## src/rtl/bit_modulator_pkg.sv

```systemverilog
// Shared encodings for the bit modulator: carrier modes, FSM states, the
// idle DAC level and the number of bits sent per byte.
// Optional feature macro: MOD_FRAMING_EN (adds start/stop bits, 10 bits/byte).
package mod_pkg;

  typedef enum logic [1:0] {
    MOD_OOK      = 2'd0,
    MOD_BFSK     = 2'd1,
    MOD_BPSK     = 2'd2,
    MOD_BASEBAND = 2'd3
  } mode_t;

  typedef enum logic [1:0] {
    ST_IDLE  = 2'd0,
    ST_LOAD  = 2'd1,
    ST_SHIFT = 2'd2
  } state_t;

  localparam logic [7:0] LEVEL_MID = 8'd128;

`ifdef MOD_FRAMING_EN
  localparam int FRAME_BITS = 10;
`else
  localparam int FRAME_BITS = 8;
`endif

endpackage

```

## src/rtl/bit_modulator_if.sv

```systemverilog
// Byte-input / modulated-output bundle of the bit modulator.
// master = byte source and output consumer, slave = bit_modulator.
interface bit_modulator_if #(
  parameter int FIFO_DEPTH = 4
);
  logic                          new_byte;
  logic [7:0]                    byte_in;
  logic [1:0]                    mod_sel;
  logic                          enable;
  logic                          tx_active;
  logic                          bit_out;
  logic                          carrier_out;
  logic [7:0]                    level_out;
  logic [$clog2(FIFO_DEPTH):0]   fifo_count;
  logic                          overflow;

  modport master (
    output new_byte, byte_in, mod_sel, enable,
    input  tx_active, bit_out, carrier_out, level_out, fifo_count, overflow
  );

  modport slave (
    input  new_byte, byte_in, mod_sel, enable,
    output tx_active, bit_out, carrier_out, level_out, fifo_count, overflow
  );
endinterface

```

## src/rtl/bit_modulator_fifo.sv

```systemverilog
// Small synchronous byte FIFO with first-word fall-through read port.
// A push while full is accepted only when a pop happens in the same cycle.
module byte_fifo #(
  parameter int DEPTH  = 4,
  parameter int DATA_W = 8
) (
  input  logic                     clk,
  input  logic                     rst,
  input  logic                     i_push,
  input  logic                     i_pop,
  input  logic [DATA_W-1:0]        i_din,
  output logic [DATA_W-1:0]        o_dout,
  output logic [$clog2(DEPTH):0]   o_count,
  output logic                     o_full,
  output logic                     o_empty
);
  localparam int AW = $clog2(DEPTH);

  logic [DATA_W-1:0] r_mem [DEPTH];
  logic [AW-1:0]     r_wptr;
  logic [AW-1:0]     r_rptr;
  logic [AW:0]       r_count;
  logic              w_rd;
  logic              w_wr;

  assign o_empty = (r_count == '0);
  assign o_full  = (r_count == (AW+1)'(DEPTH));
  assign w_rd    = i_pop & ~o_empty;
  assign w_wr    = i_push & (~o_full | w_rd);
  assign o_dout  = r_mem[r_rptr];
  assign o_count = r_count;

  // Storage array: data only, no reset needed.
  always_ff @(posedge clk) begin
    if (w_wr) r_mem[r_wptr] <= i_din;
  end

  // Pointers and occupancy; pointers wrap naturally since DEPTH is 2^AW.
  always_ff @(posedge clk or negedge rst) begin
    if (!rst) begin
      r_wptr  <= '0;
      r_rptr  <= '0;
      r_count <= '0;
    end else begin
      if (w_wr) r_wptr <= r_wptr + 1'b1;
      if (w_rd) r_rptr <= r_rptr + 1'b1;
      case ({w_wr, w_rd})
        2'b10:   r_count <= r_count + 1'b1;
        2'b01:   r_count <= r_count - 1'b1;
        default: r_count <= r_count;
      endcase
    end
  end
endmodule

```

## src/rtl/bit_modulator.sv

```systemverilog
// Captures strobed bytes into a FIFO and sends them MSB-first, one bit per
// BIT_PERIOD cycles, keying a phase-accumulator carrier (OOK/BFSK/BPSK) or
// passing the bit through as baseband. Emits a square carrier and an 8-bit
// triangle level.
// Optional feature macro: MOD_FRAMING_EN (start bit 0, data, stop bit 1).
module bit_modulator
  import mod_pkg::*;
#(
  parameter int FIFO_DEPTH = 4,
  parameter int BIT_PERIOD = 1000,
  parameter int PHASE_W    = 16,
  parameter int F0_INC     = 655,
  parameter int F1_INC     = 1310
) (
  input  logic               clk,
  input  logic               rst,
  bit_modulator_if.slave     bus
);
  localparam int SW = FRAME_BITS;
  localparam int IW = $clog2(FRAME_BITS);
  localparam int CW = $clog2(BIT_PERIOD);
  localparam logic [CW-1:0]      CNT_LAST = CW'(BIT_PERIOD - 1);
  localparam logic [PHASE_W-1:0] INC0     = PHASE_W'(F0_INC);
  localparam logic [PHASE_W-1:0] INC1     = PHASE_W'(F1_INC);
  localparam logic [PHASE_W-1:0] HALF     = {1'b1, {(PHASE_W-1){1'b0}}};

  // Folds the upper phase bits into a symmetric triangle.
  function automatic logic [7:0] tri_level(input logic [PHASE_W-1:0] p);
    logic [7:0] t;
    t = p[PHASE_W-2 -: 8];
    return p[PHASE_W-1] ? ~t : t;
  endfunction

  logic                        r_new_byte_d;
  logic                        w_push;
  logic                        w_pop;
  logic                        w_full;
  logic                        w_empty;
  logic [7:0]                  w_head;
  logic [$clog2(FIFO_DEPTH):0] w_count;
  logic [SW-1:0]               w_frame;

  state_t                      r_state;
  mode_t                       r_mode;
  logic [SW-1:0]               r_shift;
  logic [IW-1:0]               r_bit_idx;
  logic [CW-1:0]               r_cnt;
  logic                        r_tx_active;
  logic                        r_bit_out;
  logic                        r_overflow;

  logic [PHASE_W-1:0]          r_phase;
  logic [PHASE_W-1:0]          w_inc;
  logic [PHASE_W-1:0]          w_peff;
  logic                        w_car_n;
  logic [7:0]                  w_lvl_n;
  logic                        r_carrier;
  logic [7:0]                  r_level;

  assign w_push = bus.new_byte & ~r_new_byte_d;
  assign w_pop  = (r_state == ST_LOAD);

`ifdef MOD_FRAMING_EN
  assign w_frame = {1'b0, w_head, 1'b1};
`else
  assign w_frame = w_head;
`endif

  byte_fifo #(
    .DEPTH  (FIFO_DEPTH),
    .DATA_W (8)
  ) u_fifo (
    .clk     (clk),
    .rst     (rst),
    .i_push  (w_push),
    .i_pop   (w_pop),
    .i_din   (bus.byte_in),
    .o_dout  (w_head),
    .o_count (w_count),
    .o_full  (w_full),
    .o_empty (w_empty)
  );

  // Strobe edge detector and sticky drop flag.
  always_ff @(posedge clk or negedge rst) begin
    if (!rst) begin
      r_new_byte_d <= 1'b0;
      r_overflow   <= 1'b0;
    end else begin
      r_new_byte_d <= bus.new_byte;
      if (w_push && w_full && !w_pop) r_overflow <= 1'b1;
    end
  end

  // Transmit FSM: fetch a byte, then hold each bit for BIT_PERIOD cycles.
  always_ff @(posedge clk or negedge rst) begin
    if (!rst) begin
      r_state     <= ST_IDLE;
      r_mode      <= MOD_OOK;
      r_shift     <= '0;
      r_bit_idx   <= '0;
      r_cnt       <= '0;
      r_tx_active <= 1'b0;
      r_bit_out   <= 1'b0;
    end else begin
      case (r_state)
        ST_IDLE: begin
          if (bus.enable && !w_empty) begin
            r_state     <= ST_LOAD;
            r_tx_active <= 1'b1;
          end
        end
        ST_LOAD: begin
          r_shift   <= w_frame;
          r_bit_out <= w_frame[SW-1];
          r_mode    <= mode_t'(bus.mod_sel);
          r_bit_idx <= IW'(SW - 1);
          r_cnt     <= CNT_LAST;
          r_state   <= ST_SHIFT;
        end
        ST_SHIFT: begin
          if (r_cnt != '0) begin
            r_cnt <= r_cnt - 1'b1;
          end else if (r_bit_idx == '0) begin
            // Last bit done: chain straight into the next byte if allowed.
            if (bus.enable && !w_empty) begin
              r_state <= ST_LOAD;
            end else begin
              r_state     <= ST_IDLE;
              r_tx_active <= 1'b0;
              r_bit_out   <= 1'b0;
            end
          end else begin
            r_shift   <= {r_shift[SW-2:0], 1'b0};
            r_bit_out <= r_shift[SW-2];
            r_bit_idx <= r_bit_idx - 1'b1;
            r_cnt     <= CNT_LAST;
          end
        end
        default: r_state <= ST_IDLE;
      endcase
    end
  end

  // Next carrier/level from the current phase, bit and latched mode.
  always_comb begin
    w_inc   = (r_mode == MOD_BFSK && r_bit_out) ? INC1 : INC0;
    w_peff  = r_phase + ((r_mode == MOD_BPSK && !r_bit_out) ? HALF : '0);
    w_car_n = w_peff[PHASE_W-1];
    w_lvl_n = tri_level(w_peff);
    case (r_mode)
      MOD_OOK: begin
        if (!r_bit_out) begin
          w_car_n = 1'b0;
          w_lvl_n = LEVEL_MID;
        end
      end
      MOD_BASEBAND: begin
        w_car_n = r_bit_out;
        w_lvl_n = r_bit_out ? 8'hFF : 8'h00;
      end
      default: ;
    endcase
  end

  // Phase accumulator and registered outputs, one cycle behind the phase.
  always_ff @(posedge clk or negedge rst) begin
    if (!rst) begin
      r_phase   <= '0;
      r_carrier <= 1'b0;
      r_level   <= LEVEL_MID;
    end else if (r_state == ST_SHIFT) begin
      r_phase   <= r_phase + w_inc;
      r_carrier <= w_car_n;
      r_level   <= w_lvl_n;
    end else begin
      r_phase   <= '0;
      r_carrier <= 1'b0;
      r_level   <= LEVEL_MID;
    end
  end

  assign bus.tx_active   = r_tx_active;
  assign bus.bit_out     = r_bit_out;
  assign bus.carrier_out = r_carrier;
  assign bus.level_out   = r_level;
  assign bus.fifo_count  = w_count;
  assign bus.overflow    = r_overflow;

endmodule

```

## src/flat_wrapper.sv

```systemverilog
// flat-port wrapper written by rule: the top's interface ports become plain ports
module bit_modulator_flat import mod_pkg::*;
#(
  parameter int FIFO_DEPTH = 4,
  parameter int BIT_PERIOD = 1000,
  parameter int PHASE_W    = 16,
  parameter int F0_INC     = 655,
  parameter int F1_INC     = 1310
)
  (clk, rst, bus_new_byte, bus_byte_in, bus_mod_sel, bus_enable, bus_tx_active, bus_bit_out, bus_carrier_out, bus_level_out, bus_fifo_count, bus_overflow);
  bit_modulator_if #(.FIFO_DEPTH(FIFO_DEPTH)) bus_i ();
  input  logic clk;
  input  logic rst;
  input wire logic [$bits(bus_i.new_byte)-1:0] bus_new_byte;
  input wire logic [$bits(bus_i.byte_in)-1:0] bus_byte_in;
  input wire logic [$bits(bus_i.mod_sel)-1:0] bus_mod_sel;
  input wire logic [$bits(bus_i.enable)-1:0] bus_enable;
  output wire logic [$bits(bus_i.tx_active)-1:0] bus_tx_active;
  output wire logic [$bits(bus_i.bit_out)-1:0] bus_bit_out;
  output wire logic [$bits(bus_i.carrier_out)-1:0] bus_carrier_out;
  output wire logic [$bits(bus_i.level_out)-1:0] bus_level_out;
  output wire logic [$bits(bus_i.fifo_count)-1:0] bus_fifo_count;
  output wire logic [$bits(bus_i.overflow)-1:0] bus_overflow;
  assign bus_i.new_byte = bus_new_byte;
  assign bus_i.byte_in = bus_byte_in;
  assign bus_i.mod_sel = bus_mod_sel;
  assign bus_i.enable = bus_enable;
  assign bus_tx_active = bus_i.tx_active;
  assign bus_bit_out = bus_i.bit_out;
  assign bus_carrier_out = bus_i.carrier_out;
  assign bus_level_out = bus_i.level_out;
  assign bus_fifo_count = bus_i.fifo_count;
  assign bus_overflow = bus_i.overflow;
  bit_modulator #(.FIFO_DEPTH(FIFO_DEPTH), .BIT_PERIOD(BIT_PERIOD), .PHASE_W(PHASE_W), .F0_INC(F0_INC), .F1_INC(F1_INC)) u_core (.clk(clk), .rst(rst), .bus(bus_i));
endmodule
```

## config.mk

```make
export PLATFORM = sky130hd
export DESIGN_NAME = bit_modulator_flat
export DESIGN_NICKNAME = d
export VERILOG_FILES = /design/src/rtl/bit_modulator_pkg.sv /design/src/rtl/bit_modulator_if.sv /design/src/rtl/bit_modulator_fifo.sv /design/src/rtl/bit_modulator.sv /design/src/flat_wrapper.sv
export SDC_FILE = /design/constraint.sdc
export NUM_CORES = 1
export LEC_CHECK = 0
export CORE_MARGIN = 3
export CORE_UTILIZATION = 40
export CTS_BUF_LIST = sky130_fd_sc_hd__clkbuf_8
export CTS_CLUSTER_DIAMETER = 100
export DETAILED_ROUTE_END_ITERATION = 8
export PLACE_DENSITY = 0.66
export SYNTH_ARGS = -nofsm -noshare
export SYNTH_HDL_FRONTEND = slang
export SYNTH_SLANG_ARGS = --single-unit
```

## constraint.sdc

```tcl
create_clock -name clk -period 5.5 [get_ports clk]
set_input_delay 1.1 -clock clk [delete_from_list [all_inputs] [get_ports clk]]
set_output_delay 1.1 -clock clk [all_outputs]
set_load 0.005 [all_outputs]
```

## Word-level counts from Yosys, hierarchy flattened

Memories as Yosys holds them, arrays and structs flattened.
Cells that the tools add are included.

- Bits in registers: 60
- Memory bits (writable): 32
- Output and inout bits: 15
- Logic and storage cells: 104
- Memories: 1

Memories:

| name | depth | bits a word | read ports | clocked after Yosys merged registers in | write ports | line | source |
|---|---|---|---|---|---|---|---|
| u_core.u_fifo.r_mem | 4 | 8 | 1 | 0 | 1 | bit_modulator_fifo.sv:19 | `logic [DATA_W-1:0] r_mem [DEPTH];` |

- $add $sub $neg: 8
- Equality and inequality tests: 15
- Mux-type cells: 36
- Bitwise logic cells: 8
- Reductions and logical operators: 21

Operators with widths:

| cell | number |
|---|---|
| $add 16x16->16 | 2 |
| $mux 16 | 2 |
| $mux 8 | 4 |
| $mux 10 | 2 |
| $pmux 10 s2 | 1 |
| $pmux 8 s2 | 1 |
| $mux 7 | 2 |
| $pmux 7 s2 | 1 |
| $pmux 3 s2 | 2 |
| $mux 1 | 11 |
| $mux 11 | 1 |
| $reduce_bool 10->1 | 1 |
| $sub 10x1->10 const B | 1 |
| $reduce_and 3->1 | 3 |
| $eq 2x2->1 const B | 4 |
| $not 8->8 | 1 |
| $eq 2x1->1 const B | 3 |
| $logic_not 3->1 | 2 |
| $mux 2 | 3 |
| $mux 3 | 2 |
| $ne 2x2->1 const B | 3 |
| $pmux 1 s2 | 3 |
| $pmux 2 s3 | 1 |
| $reduce_bool 2->1 | 3 |
| other kinds (15) | 29 |

## Depth between registers and ports, before layout

- Depth in word-level cells: 9
- Mapped depth: 10
- Gate-level depth less buffers: 10

## By module

Synthesis repeated with hierarchy kept, for this count alone.

- Cells, all modules: 394
- Area, all modules: 4752.1 µm²

Modules (own cells, without submodules):

| module | times used | cells an instance | area an instance (µm²) | seq. area each (µm²) |
|---|---|---|---|---|
| bit_modulator | 1 | 300 | 3083.0 | 1327.5 |
| byte_fifo | 1 | 94 | 1669.1 | 1136.1 |

## Worst setup path before layout

Ideal clock, no wire load.

- Path kind: input to register
- Start: input port bus_new_byte
- End: register u_core.u_fifo.r_count[2] (netlist: u_core.u_fifo.o_count[2])
- Library setup time: 0.126 ns
- Data arrival time: 2.249 ns
- Data required time: 5.374 ns
- Setup slack: 3.125 ns
- Stages: 7
- Path buffers: 0
- Cells stage by stage: nor2b_1 > nor2_1 > inv_1 > fa_1 > nor4_1 > a21oi_1 > xnor2_1

- Word-level cells in the longest chain between the ends: 4
- Elaborated cells on any way between the ends: 6
- Those cells by class: eq/ne (2); mux (1); bitwise (2); reduce/logical (1)

Ends and longest elaborated chain:

| item | line | source |
|---|---|---|
| start: declaration | flat_wrapper.sv:14 | `input wire logic [$bits(bus_i.new_byte)-1:0] bus_new_byte;` |
| $and 1x1->1 (*) | bit_modulator.sv:60 | `assign w_push = bus.new_byte & ~r_new_byte_d;` |
| $and 1x1->1 (*) | bit_modulator_fifo.sv:29 | `assign w_wr = i_push & (~o_full \| w_rd);` |
| $eq 2x1->1 or $eq 2x2->1 (tied branches) | bit_modulator_fifo.sv:47 | `case ({w_wr, w_rd})` |
| $pmux 3 s2 or $reduce_bool 2->1 (tied branches) | -- |  |
| end signal: assignment | bit_modulator_fifo.sv:48 | `2'b10: r_count <= r_count + 1'b1;` |
| end signal: assignment | bit_modulator_fifo.sv:49 | `2'b01: r_count <= r_count - 1'b1;` |
| end signal: assignment | bit_modulator_fifo.sv:50 | `default: r_count <= r_count;` |
| end: declaration | bit_modulator_fifo.sv:22 | `logic [AW:0] r_count;` |

Every way passes the cells marked *; elsewhere a longest branch is shown, timed or not.
A chain may end at the register's enable or synchronous reset.

## Final worst setup path

- Start: register u_core.r_state[0]
- End: register u_core.r_cnt[9]

- Word-level cells in the longest chain between the ends: 3
- Elaborated cells on any way between the ends: 6
- Those cells by class: eq/ne (3); mux (1); reduce/logical (2)

Ends and longest elaborated chain:

| item | line | source |
|---|---|---|
| start: declaration | bit_modulator.sv:43 | `state_t r_state;` |
| start signal: assignment | bit_modulator.sv:98 | `r_state <= ST_IDLE;` |
| start signal: assignment | bit_modulator.sv:109 | `r_state <= ST_LOAD;` |
| start signal: assignment | bit_modulator.sv:119 | `r_state <= ST_SHIFT;` |
| $eq 2x2->1 or $eq 2x1->1 (tied branches) | bit_modulator.sv:106 | `case (r_state)` |
| $ne 3x2->1 (no source line) or $reduce_bool 2->1 (tied branches) | -- |  |
| $reduce_and 2->1 (no source line) | -- |  |
| end signal: assignment | bit_modulator.sv:123 | `r_cnt <= r_cnt - 1'b1;` |
| end: declaration | bit_modulator.sv:47 | `logic [CW-1:0] r_cnt;` |

Several ways; a longest one is shown, not always the timed one.

==> metrics.md <==
| Metric | Value |
|---|---|
| Status | `completed` |
| P&R area growth vs syn | `12.6%` |
| Vias in the first global route | `2961` |
| Fin Setup TNS | `0 ns` |
| Wire length on met2 | `3980 um` |
| Met3 WL post-DR | `307 um` |
| FMAX | `0.366 GHz` |
| Avg Cell Area, Syn | `12.0 um^2` |
| Final Hold Slack | `0.479 ns` |
| M1 WL | `4120 um` |
| N_diodes | `0` |
| Post-CTS sizing | `0` |
| Drt via density | `5.32` |
| R2r startpoint | `u_core.r_state[0]` |
| Tmin final | `2.73 ns` |
| WL per Instance | `15.0 um` |
| Top layer in use | `met4` |
| Final Power | `2.40 mW` |
| Critical path's slowest cell | `clkinv_1` |
| Netlist cell types | `62` |
| Tcrit/Tclk final | `0.496` |
| Starting DRC count in detailed routing | `168` |
| HP Class | `reg -> reg` |
| Hold path depth | `1` |
| Die height | `115 um` |
| Routed vias | `3032` |
| Worst-path clk slew | `0.10 ns` |
| Syn Nets | `434` |
| Die X | `115 um` |
| Reg2reg path depth | `6` |
| Detailed Route WL | `8540 um` |
| GPL Wtd Cong | `0.784` |
| Critical setup path kind | `reg -> reg` |
| # Post-CTS Setup Buffers | `0` |
| Critical path arrival | `2.96 ns` |
| Layout cells sized above 1 | `0.103` |
| Worst slew margin | `0.356` |
| Leakage | `2.10 nW` |
| Row cnt | `39` |
| Hpwl dp | `5860 um` |
| Pin count of the biggest net entering global routing | `61` |
| Core Area | `11500 um^2` |
| Seq/Total Area, Yosys | `0.521` |
| IO Pins | `29` |
| Total track usage | `0.141` |
| Drt pass-1 iters | `4` |
| Post-Synthesis Cells | `394` |
| Final Hold Violating Endpoints | `0` |
| Register bit total from synthesis | `92` |
| Num CTS Buffers | `9` |
| Mapped Area | `4730 um^2` |
| Clock Latency Late Sink | `0.37 ns` |
| Max incr delay on CP | `0.83 ns` |
| Clock Tree Root | `clkbuf_8` |
| Worst vdd rail ir drop | `0.000229 V` |
| Power Dens Cells | `450 nW/um^2` |
| Crit Reg-Reg Endpoint | `u_core.r_cnt[9]` |
| Residual DRC count | `0` |
| Clock skew | `0.0130 ns` |
| Routed Antenna Nets | `0` |
| Number of setup violations in the final report | `0` |
| TritonCTS Sinks | `92` |
| RSZ-0062 raised after global routing | `false` |
| FF-to-FF setup slack | `2.77 ns` |
| CP required | `5.73 ns` |
| Max clock buf depth | `2` |
| Starting Density | `0.413` |
| Clock tree from TritonCTS | `yes` |
| Hold EP | `u_core.bus.overflow` |
| CP cell instances | `inv_1, ha_1, buf_4, clkinv_1, a2bb2oi_1, nand3_1` |
| Asr flop ratio synth | `0.652` |
| Kind of end point of the critical path | `flop` |
| CTS Hold Buffers Added | `0` |
| Startpoint Class | `flop` |
| Dominant synthesized flop cell | `dfrtp_1` |
| Number of buffers added on ports | `28` |
| Total die area | `13200 um^2` |
| Post-synth EDFFs | `32` |
| H-tree depth | `3` |
| Worst-Margin Slew | `0.961 ns` |
| First-pass GRT wire length | `14700 um` |
| Final net count | `462` |
| Final Max Slew Viols | `0` |
| Ys Warns | `0` |
| HP Start | `u_core.bus.overflow` |
| GRT overflow | `0` |
| Initial antenna violation count | `0` |
| Max cap viols | `0` |
| CP Max Fanout | `35` |
## sequential cells by signal, indices dropped and copies added (netlist names)
signal                  count
u_core.bus.level_out        8
u_core.u_fifo.o_count       3
u_core.u_fifo.r_mem        32
u_core.bus.carrier_out      1
u_core.r_shift              7
u_core.bus.bit_out          1
u_core.bus.overflow         1
u_core.r_phase             16
u_core.r_bit_idx            3
u_core.r_cnt               10
u_core.u_fifo.r_wptr        2
u_core.r_mode               2
u_core.bus.tx_active        1
u_core.r_new_byte_d         1
u_core.u_fifo.r_rptr        2
u_core.r_state              2
## metal layers
| layer | up-vias | GRT usage |
|---|---|---|
| li1 | 1494 | - |
| met1 | 1481 | 0.200 |
| met2 | 49 | 0.215 |
| met3 | 8 | 0.0284 |
| met4 | 0 | 0.0516 |
| met5 | - | 0 |
## layout make-up
cell class	instances	area, um^2
inverters	24	90.1
multi-input cells	265	2110
clock inverters	7	67.6
well taps	143	179
fillers	1019	6140
flip-flops and latches	92	2460
repair buffers	30	290
clock buffers	9	124
## worst max-delay path, delay by kind of cell (launching register included)
family | cells | cell delay [ns]
flops | 1 | 0.44
compound gates | 1 | 0.66
fa+ha+maj | 1 | 0.15
buf+inv | 3 | 1.22
simple gates | 1 | 0.12
## cells in the final DEF (no fill, tap or decap), drive strengths merged, types with 3 or more instances in the layout
cell           instances
nand4                  5
mux2i                  5
clkinv                 4
ha                    25
edfxtp                32
nor4                   4
nor2b                  3
xnor2                 10
inv                   26
mux4                   8
o211ai                 3
and2                   5
o21ai                 15
nand3                 11
buf                    3
o22ai                  4
and3                   3
xnor3                  8
nor2                  24
nor3                   7
o21a                   9
o2111ai                3
clkbuf                 9
a31oi                  5
nand2b                 5
mux2                   8
nand2                 39
clkdlybuf4s50         27
a21o                   6
a21oi                 13
o31ai                  4
dfrtp                 59
## synthesized netlist by cell type (3+ instances only)
cell,n,area share
a21oi_1,13,0.014
nor3_1,7,0.0074
xnor3_1,8,0.038
ha_1,25,0.066
nand2b_1,5,0.0066
o211ai_1,3,0.0048
dfrtp_1,59,0.31
mux4_2,8,0.038
xnor2_1,10,0.019
o21a_1,9,0.014
o2111ai_1,3,0.0056
clkbuf_1,10,0.0079
o21ai_0,15,0.016
mux2_2,7,0.017
a31oi_1,5,0.0066
o22ai_1,3,0.0040
edfxtp_1,32,0.20
and2_1,5,0.0066
a21o_1,6,0.0095
o31ai_1,4,0.0063
nand2_1,39,0.031
nand3_1,10,0.011
inv_1,22,0.017
nand4_1,5,0.0066
nor4_1,3,0.0040
nor2b_1,3,0.0040
nor2_1,24,0.019
mux2i_1,5,0.011
## through the flow
step                std cells   util  setup slack (ns)  area [um^2]
global route              570  0.464              2.38         5330
global placement          554  0.448              2.61         5130
CTS                       570  0.464              2.70         5330
floorplan                 394      -              3.13         4730
detailed placement        554  0.448              2.53         5130
finish                    570  0.464              2.77         5330
## worst max-delay path by stage
stage / startpoint / endpoint / slack (ns) / cells after the start
2_1_floorplan: bus_new_byte / u_core.u_fifo.o_count[2] / 3.13 / 7
3_3_place_gp: bus_new_byte / u_core.u_fifo.o_count[2] / 2.61 / 8
3_5_place_dp: bus_new_byte / u_core.u_fifo.o_count[2] / 2.53 / 8
4_1_cts: u_core.r_state[0] / u_core.r_cnt[9] / 2.70 / 6
5_1_grt: u_core.r_state[0] / u_core.r_cnt[2] / 2.38 / 6
6_report: u_core.r_state[0] / u_core.r_cnt[9] / 2.77 / 6
## cells by family after synthesis
family,count (synthesis),synth area share
AND/OR/NAND/NOR,122,0.136
flip-flops,92,0.521
AO/OA/AOI/OAI,77,0.113
buffers and inverters,37,0.0328
adder cells (fa/ha/maj),26,0.0704
multiplexers,21,0.0685
XOR/XNOR,19,0.0584
## power breakdown
| part | total, mW | switching [mW] | internal, mW |
|---|---|---|---|
| Clock | 0.445 | 0.268 | 0.176 |
| Combinational | 0.959 | 0.493 | 0.466 |
| Sequential | 0.993 | 0.136 | 0.857 |
| Total | 2.40 | 0.898 | 1.50 |
(Power assumes the default switching activity.)
